--- src/rtl/rf_pkg.sv ---
// rtl/rf_pkg.sv - shared widths, word type and sequencer state encoding
`timescale 1ns/1ps
package rf_pkg;

  localparam int N      = 8;
  localparam int DATA_W = 4;
  localparam int IDX_W  = $clog2(N);
  localparam int CNT_W  = $clog2(N * (N - 1) / 2 + 1);

  typedef logic [DATA_W-1:0] rf_word_t;

  typedef enum logic [1:0] {
    IDLE = 2'd0,
    CMP  = 2'd1,
    SWP  = 2'd2,
    DONE = 2'd3
  } sort_state_t;

endpackage

--- src/rtl/order_cmp.sv ---
// rtl/order_cmp.sv - unsigned adjacent-pair order check for the bubble sort
`timescale 1ns/1ps
module order_cmp
  import rf_pkg::*;
(
  input  rf_word_t a,
  input  rf_word_t b,
  input  logic     desc,
  output logic     out_of_order
);

  // Equal values are never reported out of order, so the sort stays stable
  // and an all-equal file finishes without a single swap.
  assign out_of_order = desc ? (a < b) : (a > b);

endmodule

--- src/rtl/rf_sort_ctrl.sv ---
// rtl/rf_sort_ctrl.sv - in-place bubble sort sequencer for the swap register file
`timescale 1ns/1ps
module rf_sort_ctrl #(
  parameter int N      = rf_pkg::N,
  parameter int IDX_W  = $clog2(N),
  parameter int DATA_W = rf_pkg::DATA_W,
  parameter int CNT_W  = $clog2(N * (N - 1) / 2 + 1)
) (
  input  logic                clk,
  input  logic                init_n,
  input  logic                start,
  input  logic                descending,
  input  logic [N*DATA_W-1:0] r,
  output logic                swap,
  output logic [IDX_W-1:0]    x,
  output logic [IDX_W-1:0]    y,
  output logic                busy,
  output logic                done,
  output logic [CNT_W-1:0]    swap_count
);

  rf_pkg::sort_state_t state;
  logic [IDX_W-1:0]    i;
  logic [IDX_W-1:0]    pass;
  logic                dirty;
  logic                desc_q;

  logic [DATA_W-1:0]   word [N];
  logic [IDX_W-1:0]    i_next;
  logic [IDX_W-1:0]    last_i;
  logic                pass_end;
  logic                final_pass;
  logic                out_of_order;

  // Advance decision shared by CMP (in-order) and SWP
  logic                dirty_eff;
  logic                adv_done;
  logic [IDX_W-1:0]    adv_i;
  logic [IDX_W-1:0]    adv_pass;
  logic                adv_dirty;

  // Unpack the flat register-file bus into indexable words
  always_comb begin
    for (int k = 0; k < N; k++) begin
      word[k] = r[k*DATA_W +: DATA_W];
    end
  end

  assign i_next     = i + 1'b1;
  // Each pass shrinks by one: the largest/smallest value has bubbled to the end.
  assign last_i     = IDX_W'(N - 2) - pass;
  assign pass_end   = (i >= last_i);
  assign final_pass = (pass == IDX_W'(N - 2));

  order_cmp u_order_cmp (
    .a            (word[i]),
    .b            (word[i_next]),
    .desc         (desc_q),
    .out_of_order (out_of_order)
  );

  // Next index/pass/dirty when leaving CMP (in order) or SWP
  always_comb begin
    dirty_eff = dirty | (state == rf_pkg::SWP);
    adv_done  = pass_end && (!dirty_eff || final_pass);
    adv_i     = pass_end ? '0 : i_next;
    adv_pass  = (pass_end && !adv_done) ? pass + 1'b1 : pass;
    adv_dirty = pass_end ? 1'b0 : dirty_eff;
  end

  // Sequencer FSM with registered command and handshake outputs
  always_ff @(posedge clk) begin
    if (!init_n) begin
      state      <= rf_pkg::IDLE;
      i          <= '0;
      pass       <= '0;
      dirty      <= 1'b0;
      desc_q     <= 1'b0;
      swap       <= 1'b0;
      x          <= '0;
      y          <= '0;
      busy       <= 1'b0;
      done       <= 1'b0;
      swap_count <= '0;
    end else begin
      swap <= 1'b0;
      x    <= '0;
      y    <= '0;
      done <= 1'b0;
      case (state)
        rf_pkg::IDLE: begin
          if (start) begin
            state      <= rf_pkg::CMP;
            i          <= '0;
            pass       <= '0;
            dirty      <= 1'b0;
            swap_count <= '0;
            desc_q     <= descending;
            busy       <= 1'b1;
          end
        end
        rf_pkg::CMP: begin
          if (out_of_order) begin
            // Swap takes its own cycle so the next compare sees the file updated.
            state <= rf_pkg::SWP;
            swap  <= 1'b1;
            x     <= i;
            y     <= i_next;
          end else begin
            state <= adv_done ? rf_pkg::DONE : rf_pkg::CMP;
            i     <= adv_i;
            pass  <= adv_pass;
            dirty <= adv_dirty;
            done  <= adv_done;
          end
        end
        rf_pkg::SWP: begin
          swap_count <= swap_count + 1'b1;
          state      <= adv_done ? rf_pkg::DONE : rf_pkg::CMP;
          i          <= adv_i;
          pass       <= adv_pass;
          dirty      <= adv_dirty;
          done       <= adv_done;
        end
        rf_pkg::DONE: begin
          state <= rf_pkg::IDLE;
          busy  <= 1'b0;
        end
        default: begin
          state <= rf_pkg::IDLE;
          busy  <= 1'b0;
        end
      endcase
    end
  end

endmodule

--- config.mk ---
export PLATFORM = sky130hd
export DESIGN_NAME = rf_sort_ctrl
export DESIGN_NICKNAME = d
export VERILOG_FILES = /design/src/rtl/rf_pkg.sv /design/src/rtl/order_cmp.sv /design/src/rtl/rf_sort_ctrl.sv
export SDC_FILE = /design/constraint.sdc
export NUM_CORES = 1
export LEC_CHECK = 0
export BUFFER_PORTS_ARGS = -buffer_cell sky130_fd_sc_hd__buf_4
export CAP_MARGIN = 20
export CORE_MARGIN = 3
export CORE_UTILIZATION = 52
export DETAILED_ROUTE_END_ITERATION = 8
export PLACE_DENSITY_LB_ADDON = 0.1
export SLEW_MARGIN = 10
export SYNTH_ARGS = -nofsm -noshare
export SYNTH_HDL_FRONTEND = slang
export SYNTH_SLANG_ARGS = --single-unit
--- constraint.sdc ---
create_clock -name clk -period 3.89 [get_ports clk]
set_clock_uncertainty 0.2 [all_clocks]
set_input_delay 0.389 -clock clk [delete_from_list [all_inputs] [get_ports clk]]
set_output_delay 0.389 -clock clk [all_outputs]
set_load 0.05 [all_outputs]
==> run metrics <==
WL final 4.13 mm; Die Span X 64.9 µm; setup TNS 0 ns; Synth cell types 42; first-pass GRT wire length 7.02 mm; largest net degree at the start of global routing 20; peak supply drop 0.310 mV; RSZ-0062 raised after global routing no; synth top area cells dfxtp_1, mux4_2, ha_1; commonest cells after routing, fill and taps aside buf_4, nand2_1, dfxtp_1, mux4_2, ha_1; CTS Root Cell clkbuf_4; period utilisation layout 90.9%; Tot Pwr 0.00115 W; TritonCTS Sinks 24; post-CTS sizing 0; minimum clock period 3.53 ns; clk_lat worst skew 0.32 ns; HP Class in2reg; Power Dens Cells 518 mW/mm²; post-route design area 0.00222 mm²; total number of vias 1582; DRC Markers 0; f_max 283 MHz; Post-CTS Setup Bufs 0; Max-cap violations 0; yosys warns 0; IO Pins 50; # diodes 0; Layout Nets 289; fillers 238; Worst Path Required 3.95 ns; core area 0.00318 mm²; CTS tree done; Routed Antenna Nets 0; hold buffers post-CTS 0; most common cell after layout, fill and taps aside buf_4; Setup CP Type reg2reg; Hold Fails Final Rpt 0; port bufs 49; CTS Buffer Depth 2; flops & latches, synth 24; Initial Util 56.8%; Mapped Nets 240; outcome finished clean; Worst Setup End Kind register; Pleak 0.974 nW; mapped cell area 0.00180 mm²; GRT overflow 0; cells after synthesis 188; crit path max fanout 9; post-DP HPWL 3.32 mm; pins over their slew limit 0; share of layout cells above drive strength 1 32.8%; CTS H-tree lvls 1; GRT Total Usage 20.9%; average wire per standard cell 14.8 µm; sequential fraction of the synthesis area 26.6%; Die ar. 0.00421 mm²; Max-slew headroom 63.1%; vias in the first global route 1540; RD Place Congestion 0.805; worst path cell trace ha_1, mux4_2, mux2i_1, ha_1, a21oi_1, a2111o_1, nand3_4, or4_1, o21ai_1; First DRT Iteration DRCs 87; post-place instance area 0.00220 mm²; Synth top area share 26.6%; CP peak stage delay 0.61 ns; Arrival @ worst endpoint 3.59 ns; syn avg cell area 9.60 µm²; clock transition at the registers of the reported paths 0.13 ns; # setup viols final 0; Critical path buffers and inverters 0; Slew @ Worst Pin 0.547 ns; largest area contributor in the netlist dfxtp_1; fin util 70.0%; Die Height 64.9 µm; Syn-to-layout area delta 23.2%; Cell Rows 20; Crit path max-delay family adder cells; Critical Path Start Type register; initial antenna violation count 0; most used cell, CP ha_1; Vias per Instance 5.67; slowest CP cell ha_1; total CTS buffers 3; drt first pass iters 4
## layer usage
layer / global-route usage, % / part of all wire [%]
met1: 25.0 / 43
met2: 38.4 / 51
met3: 4.33 / 4.7
met4: 3.69 / 1.2
met5: 0 / 0
## state kept, by name (all words and copies together), names as in the netlist
signal,cells
desc_q,1
x,3
state,2
y,3
pass,3
swap_count,5
i,3
swap,1
dirty,1
busy,1
done,1
## per-stage QoR
step                hold WS, ns  worst slack, ns  cells
detailed placement        0.293            0.389    276
finish                    0.158            0.355    279
global route              0.164           0.0730    279
global placement          0.271            0.511    276
floorplan                 0.254            0.787    188
CTS                       0.147            0.351    279
## cell usage after synthesis, drive strengths merged
| cell | number |
|---|---|
| nand2 | 28 |
| dfxtp | 24 |
| ha | 16 |
| mux4 | 16 |
| nor2 | 13 |
| inv | 11 |
| a21oi | 10 |
| o21ai | 10 |
| nor2b | 7 |
| buf | 5 |
| mux2i | 5 |
| nand3 | 5 |
| o211ai | 4 |
| a22oi | 3 |
| nor3 | 3 |
| a2111o | 2 |
| a21o | 2 |
| a32oi | 2 |
| and2 | 2 |
| and3 | 2 |
| clkbuf | 2 |
| nand2b | 2 |
| o32ai | 2 |
| a211oi | 1 |
| a21boi | 1 |
| a2bb2oi | 1 |
| a31oi | 1 |
| and4 | 1 |
| mux2 | 1 |
| nand4 | 1 |
| nor4b | 1 |
| or2 | 1 |
| or3 | 1 |
| or4 | 1 |
| xor2 | 1 |
## kinds of logic (layout without fill, tap and decap cells)
logic type | count (synthesis) | after routing | synth area share, %
xor+xnor | 1 | 1 | 0.486
buf+inv | 18 | 65 | 4.58
compound gates | 39 | 39 | 14.9
simple gates | 68 | 68 | 18.9
flops | 24 | 24 | 26.6
mux | 22 | 22 | 23.4
fa+ha+maj | 16 | 16 | 11.1
## layout make-up
cell class / instances / area (µm²) / area share (%)
multi-input cells: 146 / 1240 / 55.8
flip-flops and latches: 24 / 480 / 21.6
clock buffers: 3 / 22.5 / 1.01
repair buffers: 51 / 383 / 17.2
inverters: 11 / 41.3 / 1.86
well taps: 44 / 55.1 / 2.48
## where the power goes
| part | switching [W] | total [W] | internal (W) |
|---|---|---|---|
| Sequential | 0.0000266 | 0.000309 | 0.000282 |
| Combinational | 0.000422 | 0.000736 | 0.000314 |
| Clock | 0.0000720 | 0.000108 | 0.0000363 |
| Total | 0.000521 | 0.00115 | 0.000632 |
## final timing paths
check,slack [ns],from,cells past startpoint,end
hold / removal,0.16,descending,3,desc_q
hold reg to reg,0.32,state[0],1,state[0]
setup / recovery,0.36,i[1],9,i[0]
setup reg to reg,0.36,i[1],9,i[0]
## worst register-to-register path, stage by stage (launching register included)
cell and delay [ns]:
dfxtp_1 0.34, ha_1 0.61, mux4_2 0.57, mux2i_1 0.16, ha_1 0.31, a21oi_1 0.30, a2111o_1 0.24, nand3_4 0.13
or4_1 0.51, o21ai_1 0.10
No activity file was read; power rests on OpenSTA's default activity.
